[config.mk]
export PLATFORM = sky130hd
export DESIGN_NAME = serial_adder
export DESIGN_NICKNAME = d
export VERILOG_FILES = /design/src/rtl/adder_pkg.sv /design/src/rtl/fa_cell.sv /design/src/rtl/serial_adder.sv
export SDC_FILE = /design/constraint.sdc
export NUM_CORES = 1
export LEC_CHECK = 0
export BUFFER_PORTS_ARGS = -buffer_cell sky130_fd_sc_hd__buf_2
export CORE_ASPECT_RATIO = 0.5
export CORE_MARGIN = 1.5
export CORE_UTILIZATION = 30
export DETAILED_ROUTE_END_ITERATION = 10
export GPL_ROUTABILITY_DRIVEN = 0
export PLACE_DENSITY_LB_ADDON = 0.12
export SYNTH_ARGS = -nofsm -noshare
export SYNTH_HDL_FRONTEND = slang
export SYNTH_SLANG_ARGS = --single-unit
[constraint.sdc]
create_clock -name clk -period 3.1 [get_ports clk]
set_clock_uncertainty 0.2 [all_clocks]
set_input_delay 0.93 -clock clk [delete_from_list [all_inputs] [get_ports clk]]
set_output_delay 0.93 -clock clk [all_outputs]
set_load 0.01 [all_outputs]
[src/rtl/adder_pkg.sv]
// Shared types and helpers for the serial add/subtract unit.
package adder_pkg;

  typedef enum logic [1:0] {
    S_IDLE = 2'd0,
    S_BUSY = 2'd1,
    S_DONE = 2'd2
  } state_e;

  // Ceiling log2, usable in constant expressions for counter sizing.
  function automatic int unsigned clog2(input int unsigned value);
    int unsigned res;
    res = 0;
    for (int unsigned i = 0; i < 32; i++) begin
      if ((64'd1 << i) < 64'(value)) res = i + 1;
    end
    return res;
  endfunction

endpackage

[src/rtl/fa_cell.sv]
// One-bit full adder; DIGIT copies form the per-cycle ripple slice.
module fa_cell (
  input  logic a_i,
  input  logic b_i,
  input  logic c_i,
  output logic s_o,
  output logic c_o
);

  assign s_o = a_i ^ b_i ^ c_i;
  assign c_o = (a_i & b_i) | (c_i & (a_i ^ b_i));

endmodule

[src/rtl/serial_adder.sv]
// Multi-cycle add/subtract: DIGIT bits per clock, LSB first, registered carry,
// valid/ready on both operand and result sides.
module serial_adder
  import adder_pkg::*;
#(
  parameter int unsigned WIDTH = 8,
  parameter int unsigned DIGIT = 1
) (
  input  logic             clk,
  input  logic             rst,
  input  logic             in_valid,
  output logic             in_ready,
  input  logic [WIDTH-1:0] a,
  input  logic [WIDTH-1:0] b,
  input  logic             cin,
  input  logic             sub,
  output logic             out_valid,
  input  logic             out_ready,
  output logic [WIDTH-1:0] sum,
  output logic             cout,
  output logic             ovf,
  output logic             busy
);

  localparam int unsigned STEPS = WIDTH / DIGIT;
  localparam int unsigned CW    = clog2(STEPS) + 1;

  state_e           state_q, state_d;
  logic [WIDTH-1:0] a_sr_q, a_sr_d;
  logic [WIDTH-1:0] b_sr_q, b_sr_d;
  logic [WIDTH-1:0] sum_q, sum_d;
  logic [CW-1:0]    count_q, count_d;
  logic             carry_q, carry_d;
  logic             cout_q, cout_d;
  logic             ovf_q, ovf_d;
  logic             in_ready_q, in_ready_d;
  logic             out_valid_q, out_valid_d;
  logic             busy_q, busy_d;

  logic [DIGIT:0]   c;
  logic [DIGIT-1:0] s_digit;

  // Ripple slice over the low DIGIT bits of the operand shift registers.
  assign c[0] = carry_q;
  for (genvar i = 0; i < DIGIT; i++) begin : g_slice
    fa_cell u_fa (
      .a_i (a_sr_q[i]),
      .b_i (b_sr_q[i]),
      .c_i (c[i]),
      .s_o (s_digit[i]),
      .c_o (c[i+1])
    );
  end

  always_ff @(posedge clk or posedge rst) begin
    if (rst) begin
      state_q     <= S_IDLE;
      a_sr_q      <= '0;
      b_sr_q      <= '0;
      sum_q       <= '0;
      count_q     <= '0;
      carry_q     <= 1'b0;
      cout_q      <= 1'b0;
      ovf_q       <= 1'b0;
      in_ready_q  <= 1'b1;
      out_valid_q <= 1'b0;
      busy_q      <= 1'b0;
    end else begin
      state_q     <= state_d;
      a_sr_q      <= a_sr_d;
      b_sr_q      <= b_sr_d;
      sum_q       <= sum_d;
      count_q     <= count_d;
      carry_q     <= carry_d;
      cout_q      <= cout_d;
      ovf_q       <= ovf_d;
      in_ready_q  <= in_ready_d;
      out_valid_q <= out_valid_d;
      busy_q      <= busy_d;
    end
  end

  always_comb begin
    state_d = state_q;
    a_sr_d  = a_sr_q;
    b_sr_d  = b_sr_q;
    sum_d   = sum_q;
    count_d = count_q;
    carry_d = carry_q;
    cout_d  = cout_q;
    ovf_d   = ovf_q;

    unique case (state_q)
      S_IDLE: begin
        if (in_valid && in_ready_q) begin
          a_sr_d  = a;
          b_sr_d  = sub ? ~b : b;
          carry_d = sub ? 1'b1 : cin;
          count_d = '0;
          state_d = S_BUSY;
        end
      end
      S_BUSY: begin
        a_sr_d  = a_sr_q >> DIGIT;
        b_sr_d  = b_sr_q >> DIGIT;
        sum_d   = (sum_q >> DIGIT) | (WIDTH'(s_digit) << (WIDTH - DIGIT));
        carry_d = c[DIGIT];
        count_d = count_q + CW'(1);
        // Last slice holds the MSB: its carry-in vs carry-out gives signed overflow.
        if (count_q == CW'(STEPS - 1)) begin
          cout_d  = c[DIGIT];
          ovf_d   = c[DIGIT] ^ c[DIGIT-1];
          state_d = S_DONE;
        end
      end
      S_DONE: begin
        if (out_ready) state_d = S_IDLE;
      end
      default: state_d = S_IDLE;
    endcase

    in_ready_d  = (state_d == S_IDLE);
    out_valid_d = (state_d == S_DONE);
    busy_d      = (state_d != S_IDLE);
  end

  assign in_ready  = in_ready_q;
  assign out_valid = out_valid_q;
  assign busy      = busy_q;
  assign sum       = sum_q;
  assign cout      = cout_q;
  assign ovf       = ovf_q;

endmodule

* Word-level counts from Yosys, hierarchy flattened
Index checks and enable logic that the tools add are counted.
Cells by class: $add $sub $neg 1, multipliers 0, divide/modulo/power cells 0, $lt $le $gt $ge 0, eq/ne operators 5, shift-type cells 0, mux-type cells 14, bitwise gates (word level) 8, reduce and logical (&&, ||, !) cells 7
Operator list (count):
- $pmux 8 s2 | 2
- $mux 8 | 3
- $not 8->8 | 1
- $or 7x8->8 | 1
- $pmux 4 s2 | 1
- $mux 2 | 3
- $pmux 2 s3 | 1
- $add 4x1->4 const B | 1
- $eq 2x2->1 const B | 2
- $eq 4x3->1 const B | 1
- $logic_not 2->1 | 2
- $mux 4 | 1
- $reduce_and 2->1 | 2
- $reduce_bool 2->1 | 2
- $xor 1x1->1 | 3
- $and 1x1->1 | 2
- $eq 2x1->1 const B | 1
- $mux 1 | 2
- $ne 2x2->1 const B | 1
- $pmux 1 s2 | 1
- $logic_and 1x1->1 | 1
- $or 1x1->1 | 1
Storage, ports and cells: register bits after elaboration 36, bits in latches 0, RAM bits 0, bits in read-only memories 0, input port bits 22, output and inout bits 13, word-level logic and storage cells 46, memories kept 0

* Longest topological paths before layout
Gate-level depths: netlist of run 1.
word-level depth 4, gate-level depth with buffers 5, gate-level depth less buffers 4

* Cells and area by module
A second synthesis of run 1 with hierarchy kept.
Second synthesis, totals: cell total of the unflattened synthesis 167, area, all modules 1654.1 um^2
By module, submodules not included:
- serial_adder | times used 1, cells each 166, area each 1634.1 um^2, seq. area each 902.1 um^2
- fa_cell | times used 1, cells each 1, area each 20.0 um^2, seq. area each 0.0 um^2

* Worst setup path after synthesis of run 1
No wires, ideal clock.
path type input to register, from in in_valid, to reg count_q[2], library setup time 126 ps, arrival time 1698 ps, required time 2774 ps, slack 1076 ps, cell stages on the path 4, path buffers 1, cell sequence a21oi_1 -> or2_1 -> buf_2 -> a221o_1
On the way: word-level cells in the longest chain between the ends 3
Ends and longest elaborated chain:
- from (decl) | line serial_adder.sv:11 | input logic in_valid,
- $logic_and 1x1->1 | line serial_adder.sv:95 | if (in_valid && in_ready_q) begin
- $ne 2x2->1 (no line)
- $reduce_and 2->1 (no line)
- to (signal assigned) | line serial_adder.sv:73 | count_q <= count_d;
- to (decl) | line serial_adder.sv:32 | logic [CW-1:0] count_q, count_d;
Every way passes these cells. A chain may end at the register's enable or synchronous reset.

* Worst setup path in the final report of run 1
from reg in_ready_q (netlist: in_ready), to out in_ready
RTL lines:
- from (decl) | line serial_adder.sv:36 | logic in_ready_q, in_ready_d;
- from (signal assigned) | line serial_adder.sv:77 | in_ready_q <= in_ready_d;
- to (decl) | line serial_adder.sv:12 | output logic in_ready,
No word-level cell between the ends.

==> flow_summary.yaml, run 1 <==
synthesis:
  synth_top_family_by_area: "compound AO/OA/AOI/OAI gates"
  synth_area_leaders: "dfrtp_1 (56%), nand2_1 (6.4%), inv_1 (4.1%), xnor2_1 (3.9%), a222oi_1 (3.8%)"
  ys_seq_area_share_pct: 57.3
  synth_area_per_cell_um2: 10.4
  ys_warn_count: 0
  synthMuxAreaShare_pct: 1.43
  syn_area_mm2: 0.00158
  synth_top_area_share_pct: 55.6
  synth-simple-area-share_pct: 13.4
  synth.distinct_cells: 31
  syn_nets: 175
  async_flop_share_pct: 100
  synth_compound_gate_area_share_pct: 14.5
  netlist_instances: 151
  ys.flop_type: "dfrtp_1"
  synth.top_cells.by_count: "dfrtp_1 (35), nand2_1 (27), inv_1 (17)"
  synthXorXnorAreaFrac_pct: 5.00
  ys_ff_latch: 36
  synth_adder_area_share_pct: 2.07
  yosys.cell_count.top_type: "dfrtp_1"
  synth_edf_count: 0
  synth_area_leader_cell: "dfrtp_1"
layout:
  drive_gt1_share_pct: 26.3
  area_growth_pct: 22.2
  nets: 213
  diodes: 0
hold_path:
  hp-class: "flip-flop to flip-flop"
sta:
  hold_viol_final: 0
  fin_crit_sh_pct: 67.5
  rsz0062_at_grt: "no"
  finalSetupTns_ns: 0
  relSlewSlack_pct: 59.0
  setup_ws_ns: 1.01
  drv_slew: 0
  min_period_ns: 2.09
  setup_viol: 0
  worstMarginPinSlew_ns: 0.613
  timing.fmax_ghz: 0.478
cts:
  postCtsSetupBuffers: 0
  clockBufferDepth: 2
  hold_buffers: 0
  cts_buffers: 5
  clkLatencyLatePin_ns: 0.28
  postCtsResizedCells: 0
  cts_tree: "built"
  path_clk_slew_ns: 0.07
  cts.htree.levels: 2
  cts.sinks: 36
  cts_root_buffer: "clkbuf_8"
worst_setup_path:
  critPathRequiredTime_ns: 1.97
  crit_path_end_kind: "output pin"
  path_cells: "buf_2"
  critPathKind: "flip-flop to output pin"
  cpMaxStageDelayCell: "dfstp_2"
  start_kind: "flip-flop"
  cp_max_fo: 4
  slowest_delay_ns: 0.55
  crit_buf_inv: 1
  cp.arrival_ns: 0.96
  crit_family: "flip-flops"
global_route:
  grt-ovfl-total: 0
  antenna_found_initial: 0
  grt_usage_pct: 13.2
  grt_pass1_wl_mm: 5.61
  grt_pass1_vias: 1188
  grt_start_max_net_pins: 37
run_status:
  outcome: "complete, no violations"
die:
  chipHeight_um: 54.2
  die-area_mm2: 0.00572
  initial_core_util_pct: 31.5
  die-width_um: 105
  ios: 35
  row_count: 18
  core-area_mm2: 0.00500
route:
  vias_per_cell: 4.53
  vias: 1177
  drt.antenna.violating_nets: 0
  first_pass_iters: 6
  drc: 0
  initialDrtViolationCount: 79
  drt_wl_total_mm: 3.31
  wl_per_cell_um: 12.7
power:
  p_per_area_mw_per_mm2: 1010
  power.leakage_nw: 0.980
  ir_drop_mv: 0.273
placement:
  dp_hpwl_mm: 2.25
  place_ws_ns: 0.802
  io_buffers: 34
flow_run:
  cap_violations: 0
[kinds of logic after synthesis]
kind of cell | count (synthesis)
DFF | 36
xor gates and xnor gates | 9
and+or+nand+nor | 44
muxes | 2
adders and majority gates | 2
AOI/OAI and AO/OA | 33
buffers and inverters | 25
[report_power, final]
part / internal [mW] / leakage [nW] / switching, mW
combinational: 0.342 / 0.507 / 0.440
sequential: 0.688 / 0.428 / 0.127
clock: 0.181 / 0.0455 / 0.157
[stage by stage]
step | total power, mW | utilization (%) | hold WS, ns | instances | cell area, um^2
after CTS | 1.96 | 38.5 | 0.278 | 260 | 1920
after floorplan | 1.37 | - | 0.266 | 151 | 1580
after detailed placement | 1.61 | 36.7 | 0.261 | 252 | 1830
final | 1.94 | 38.5 | 0.274 | 260 | 1920
after global routing | 2.11 | 38.5 | 0.322 | 260 | 1920
after global placement | 1.60 | 36.7 | 0.260 | 252 | 1830
[sequential cells by signal (all words and copies together), names as in the netlist]
name       count
in_ready       1
busy           1
state_q        2
b_sr_q         8
sum            8
a_sr_q         8
cout           1
ovf            1
out_valid      1
carry_q        1
count_q        4
[per-layer routing]
layer	track usage, %	share of wire, %
met1	16.4	52
met2	22.0	42
met3	4.52	5.6
met4	4.79	0.57
met5	0	0
[area by class of cell]
| cell class | count | area, um^2 |
|---|---|---|
| inverters | 17 | 63.8 |
| flip-flops and latches | 36 | 902 |
| well taps | 70 | 87.6 |
| repair buffers | 39 | 208 |
| clock buffers | 8 | 90.1 |
| multi-input cells | 90 | 573 |
| fillers | 518 | 3080 |
[cells in the final DEF (no fill, tap or decap), drive strengths merged, types with 2 or more instances in the layout]
| cell | n |
|---|---|
| nor2b | 2 |
| o22ai | 8 |
| a22o | 2 |
| dfrtp | 35 |
| nand2b | 3 |
| mux2 | 2 |
| and3 | 2 |
| nor2 | 2 |
| nor3 | 3 |
| o21ai | 2 |
| xnor2 | 7 |
| a222oi | 6 |
| nand2 | 27 |
| clkbuf | 8 |
| buf | 39 |
| xor2 | 2 |
| a21oi | 11 |
| inv | 17 |
[worst paths after layout]
| path | slack [ns] | cells past startpoint | start | to |
|---|---|---|---|---|
| hold / removal | 0.27 | 2 | sum[0] | sum[0] |
| setup / recovery | 1.01 | 1 | in_ready | in_ready |
| min in group asynchronous | 0.54 | 3 | rst | count_q[0] |
| max in group asynchronous | 1.81 | 3 | rst | in_ready |
| setup reg to reg | 1.27 | 3 | state_q[1] | carry_q |
| hold reg to reg | 0.27 | 2 | sum[0] | sum[0] |
[worst reg2reg max path, stage by stage (launching register included)]
cell and delay (ns):
dfrtp_1 0.46, nand4bb_1 0.57, o32ai_1 0.42, a21oi_1 0.06
No activity file was read; power rests on OpenSTA's default activity.
==> run 2: changes to the inputs <==
==> constraint.sdc (replaced) <==
create_clock -name clk -period 2.1 [get_ports clk]
set_clock_uncertainty 0.2 [all_clocks]
set_input_delay 0.63 -clock clk [delete_from_list [all_inputs] [get_ports clk]]
set_output_delay 0.63 -clock clk [all_outputs]
set_load 0.01 [all_outputs]
==> run 2 against run 1 <==
Against the previous run: worst setup slack got worse by 0.75 ns; via count increased by 1.8%; wire length decreased by 2.1%; utilization increased by 0.55 points; global-route usage decreased by 0.19 points; first-iteration DRC count decreased by 39%; non-clock buffer count increased by 2; design area increased by 1.4%; count of clock-buffer cells in the layout unchanged; cell count increased by 0.77%; sequential share of layout area decreased by 0.66 points; worst hold slack got worse by 0.15 ns; highest routed layer unchanged.
==> flow_summary.yaml, run 2 (synthesis gave the netlist of run 1 again) <==
run_status:
  outcome: "complete, no violations"
cts:
  clockBufferDepth: 2
  cts.htree.levels: 2
  postCtsResizedCells: 0
  cts_buffers: 5
  path_clk_slew_ns: 0.07
  clkLatencyLatePin_ns: 0.28
  cts_tree: "built"
  cts_root_buffer: "clkbuf_8"
  postCtsSetupBuffers: 0
  cts.sinks: 36
  hold_buffers: 0
die:
  die-area_mm2: 0.00572
  core-area_mm2: 0.00500
  row_count: 18
  ios: 35
  chipHeight_um: 54.2
  initial_core_util_pct: 31.5
  die-width_um: 105
sta:
  rsz0062_at_grt: "no"
  finalSetupTns_ns: 0
  fin_crit_sh_pct: 87.8
  timing.fmax_ghz: 0.542
  min_period_ns: 1.84
  hold_viol_final: 0
  setup_viol: 0
  worstMarginPinSlew_ns: 0.884
  relSlewSlack_pct: 40.6
  drv_slew: 0
  setup_ws_ns: 0.256
layout:
  diodes: 0
  nets: 215
  drive_gt1_share_pct: 27.1
  final_common_cell: "dfrtp_1"
  final_cell_mix: "dfrtp_1 (35), buf_2 (34), nand2_1 (27)"
  area_growth_pct: 23.9
  fillCellCount: 534
placement:
  io_buffers: 34
  place_ws_ns: 0.0483
  dp_hpwl_mm: 2.32
global_route:
  met2_usage_pct: 19.7
  met3_usage_pct: 4.76
  antenna_found_initial: 0
  grt-ovfl-total: 0
  grt_pass1_wl_mm: 5.58
  use_met1_pct: 17.7
  grt_usage_pct: 13.0
  grt_start_max_net_pins: 29
  grt_pass1_vias: 1163
  top_usage_layer: "met2"
route:
  drt.antenna.violating_nets: 0
  first_pass_iters: 4
  wl_per_cell_um: 12.4
  initialDrtViolationCount: 48
  vias_per_cell: 4.57
  drc: 0
  vias: 1198
  drt_wl_total_mm: 3.24
worst_setup_path:
  crit_path_end_kind: "flip-flop"
  cp-startpoint: "in_ready"
  rr_startpoint: "in_ready"
  cp_max_fo: 7
  cp.arrival_ns: 1.74
  start_kind: "flip-flop"
  rr_worst_depth: 3
  critPathKind: "flip-flop to flip-flop"
  critPathRequiredTime_ns: 2.00
power:
  comb_power_share_pct: 41.2
  p_sw_mw: 1.07
  seqPwrFrac_pct: 41.7
  p_int_mw: 1.82
  power.leakage_nw: 0.993
  clockPowerShare_pct: 17.1
  p_sw_share_pct: 37.0
  ir_drop_mv: 0.390
  p_per_area_mw_per_mm2: 1480
flow_run:
  cap_violations: 0
hold_path:
  hp-class: "input port to async pin"
-- run 2: cell types whose count changed in the layout (fill, tap and decap cells not counted), sizes merged --
| cell | delta |
|---|---|
| buf | +2 |
-- run 2: worst paths after layout --
check | slack [ns] | endpoint
setup / recovery | 0.26 | b_sr_q[0]
hold / removal | 0.13 | sum[4]
setup reg to reg | 0.26 | b_sr_q[0]
hold reg to reg | 0.28 | sum[0]
max in group asynchronous | 1.03 | in_ready
min in group clk | 0.28 | sum[0]
-- run 2: layer usage --
layer	part of all wire, %	vias to the layer above
met4	0.68	0
met5	0	-
met3	6.0	2
met2	43	36
li1	-	596
met1	51	564
-- run 2: power by group through the flow --
stage | Sequential (mW) | Clock (mW) | Combinational (mW)
2_1_floorplan | 1.24 | 0 | 0.781
3_3_place_gp | 1.21 | 0 | 1.20
3_5_place_dp | 1.21 | 0 | 1.21
4_1_cts | 1.21 | 0.516 | 1.21
5_1_grt | 1.25 | 0.549 | 1.35
6_report | 1.20 | 0.495 | 1.19
-- run 2: area by class of cell --
class / instances / area (um^2) / share of cell area (%)
clock buffer: 8 / 90.1 / 4.62
inverter: 17 / 63.8 / 3.27
multi-input combinational: 90 / 573 / 29.4
sequential: 36 / 902 / 46.2
tap: 70 / 87.6 / 4.49
timing repair buffer: 41 / 235 / 12.1
-- run 2: stage by stage --
stage | hold WS [ns] | std cells | util (%) | cell area [um^2] | power (mW)
after detailed placement | 0.268 | 254 | 37.2 | 1860 | 2.42
after CTS | 0.133 | 262 | 39.0 | 1950 | 2.93
after global placement | 0.258 | 254 | 37.2 | 1860 | 2.41
after global routing | 0.147 | 262 | 39.0 | 1950 | 3.15
final | 0.127 | 262 | 39.0 | 1950 | 2.89
after floorplan | 0.266 | 151 | - | 1580 | 2.02
-- run 2: critical path, stage by stage (launching register included) --
cell and delay (ns):
dfstp_2 0.55, nand2_1 0.05, nor3_1 0.67, a222oi_1 0.19
==> run 3: changes to the inputs <==
--- a/config.mk
+++ b/config.mk
@@ -11,7 +11,9 @@
 export CORE_UTILIZATION = 30
 export DETAILED_ROUTE_END_ITERATION = 10
 export GPL_ROUTABILITY_DRIVEN = 0
+export HOLD_SLACK_MARGIN = 0.06
 export PLACE_DENSITY_LB_ADDON = 0.12
 export SYNTH_ARGS = -nofsm -noshare
 export SYNTH_HDL_FRONTEND = slang
+export SYNTH_HIERARCHICAL = 1
 export SYNTH_SLANG_ARGS = --single-unit
==> run 3 against run 2 <==
Against the previous run: cell count is 4.6% higher; first-iteration DRC count decreased by 8.3%; sequential share of layout area decreased by 0.56 points; worst hold slack gained 0.11 ns; non-clock buffer count shrank 2; combinational power up 7%; design area rose by 1.2%; wire length up 13%; fmax barely moved; utilization shrank 0.39 points; clock power up 4%; highest routed layer unchanged.
==> flow_summary.yaml, run 3 <==
layout:
  nets: 227
  finish.instance_area_mm2: 0.00198
  drive_gt1_share_pct: 24.5
  finalNonFillerCells: 274
  diodes: 0
  final_cell_mix: "dfrtp_1 (35), nand2_1 (34), buf_2 (34)"
  area_growth_pct: 19.4
  final_common_cell: "dfrtp_1"
sta:
  relSlewSlack_pct: 61.6
  finalSetupTns_ns: 0
  fin_crit_sh_pct: 87.7
  worstMarginPinSlew_ns: 0.576
  min_period_ns: 1.84
  rsz0062_at_grt: "no"
  setup_viol: 0
  drv_slew: 0
  timing.fmax_ghz: 0.543
  hold_viol_final: 0
global_route:
  antenna_found_initial: 0
  grt_start_max_net_pins: 37
  grt_usage_pct: 13.4
  grt_pass1_wl_mm: 6.05
  grt-ovfl-total: 0
  grt_pass1_vias: 1245
synthesis:
  synth_area_leaders: "dfrtp_1 (53%), nand2_1 (7.7%), a21oi_1 (7.0%), nor2_1 (3.2%), xnor2_1 (3.2%)"
  synth_top_family_by_area: "simple AND/OR/NAND/NOR gates"
  ys.flop_type: "dfrtp_1"
  ys_ff_latch: 36
  synth_top_area_share_pct: 53.0
  synth_compound_gate_area_share_pct: 15.0
  yosys.cell_count.top_type: "dfrtp_1"
  synth_edf_count: 0
  synthMuxAreaShare_pct: 0.908
  ys_seq_area_share_pct: 54.5
  syn_nets: 191
  netlist_instances: 167
  synth_area_per_cell_um2: 9.90
  ys_warn_count: 6
  syn_area_mm2: 0.00165
  synth_area_leader_cell: "dfrtp_1"
  async_flop_share_pct: 100
  synth.distinct_cells: 34
  synth-simple-area-share_pct: 17.9
  synth_adder_area_share_pct: 1.97
  synthXorXnorAreaFrac_pct: 4.77
  synth.top_cells.by_count: "dfrtp_1 (35), nand2_1 (34), a21oi_1 (23)"
power:
  seqPwrFrac_pct: 41.7
  p_sw_share_pct: 39.4
  p_sw_mw: 1.20
  clockPowerShare_pct: 16.8
  p_per_area_mw_per_mm2: 1550
  comb_power_share_pct: 41.5
  power.leakage_nw: 0.976
  p_int_mw: 1.86
  ir_drop_mv: 0.390
cts:
  postCtsResizedCells: 0
  hold_buffers: 0
  path_clk_slew_ns: 0.07
  cts_buffers: 5
  cts.htree.levels: 2
  clockBufferDepth: 2
  cts_tree: "built"
  cts_root_buffer: "clkbuf_8"
  cts.sinks: 36
  postCtsSetupBuffers: 0
  clkLatencyLatePin_ns: 0.29
route:
  wl_per_cell_um: 13.4
  vias_per_cell: 4.69
  initialDrtViolationCount: 44
  drc: 0
  drt.antenna.violating_nets: 0
  first_pass_iters: 4
  drt_wl_total_mm: 3.67
  vias: 1284
placement:
  io_buffers: 34
  dp.cells: 266
  dpl-instance-area_mm2: 0.00189
  dp_hpwl_mm: 2.45
worst_setup_path:
  critPathRequiredTime_ns: 1.27
  critPathKind: "flip-flop to output pin"
  cpMaxStageDelayCell: "dfstp_2"
  crit_family: "flip-flops"
  cp.arrival_ns: 1.01
  crit_path_end_kind: "output pin"
  crit_buf_inv: 1
  slowest_delay_ns: 0.58
  path_cells: "buf_2"
  start_kind: "flip-flop"
  cp_max_fo: 5
run_status:
  outcome: "complete, no violations"
hold_path:
  hp-class: "input port to async pin"
die:
  initial_core_util_pct: 32.4
  ios: 35
  row_count: 18
  core-area_mm2: 0.00511
  die-width_um: 108
  die-area_mm2: 0.00600
  chipHeight_um: 55.5
flow_run:
  cap_violations: 0
run 3: worst paths after layout:
check	startpoint	to	slack, ns	cells after the start
min	rst	sum[0]	0.23	3
max reg2reg	in_ready	b_sr_q[0]	0.36	3
min reg2reg	sum[0]	sum[0]	0.27	2
max	in_ready	in_ready	0.26	1
max in group asynchronous	rst	in_ready	1.10	3
min in group clk	sum[0]	sum[0]	0.27	2
run 3: routing by layer:
metal	GRT usage [%]	vias to the layer above	part of all wire (%)
met5	0	-	0
met4	5.64	0	1.7
met3	4.25	8	4.9
met2	19.3	30	43
met1	18.6	617	50
li1	-	629	-
run 3: stage by stage:
step	utilization [%]	worst slack (ns)	hold WS (ns)	total power, mW
2_1_floorplan	-	0.467	0.268	2.22
3_3_place_gp	36.9	0.189	0.259	2.54
3_5_place_dp	36.9	0.163	0.260	2.57
4_1_cts	38.6	0.243	0.248	3.11
5_1_grt	38.6	0.225	0.265	3.35
6_report	38.6	0.258	0.232	3.06
run 3: final cells by class:
type,instances,area [um^2]
timing repair buffer,39,208
clock buffer,8,90.1
inverter,5,18.8
multi-input combinational,116,669
fill,543,3140
sequential,36,902
tap,70,87.6
run 3: cell families after synthesis:
logic type / Yosys count
adder cells (fa/ha/maj): 2
AO/OA/AOI/OAI: 40
AND/OR/NAND/NOR: 64
flip-flops: 36
buffers and inverters: 15
XOR/XNOR: 9
multiplexers: 1
run 3: power groups by stage:
stage                     combinational [mW]  sequential (mW)  clock [mW]
final                                   1.27             1.27       0.514
after global routing                    1.45             1.32       0.574
after CTS                               1.30             1.28       0.538
after detailed placement                1.29             1.28           0
after global placement                  1.26             1.27           0
after floorplan                        0.940             1.28           0
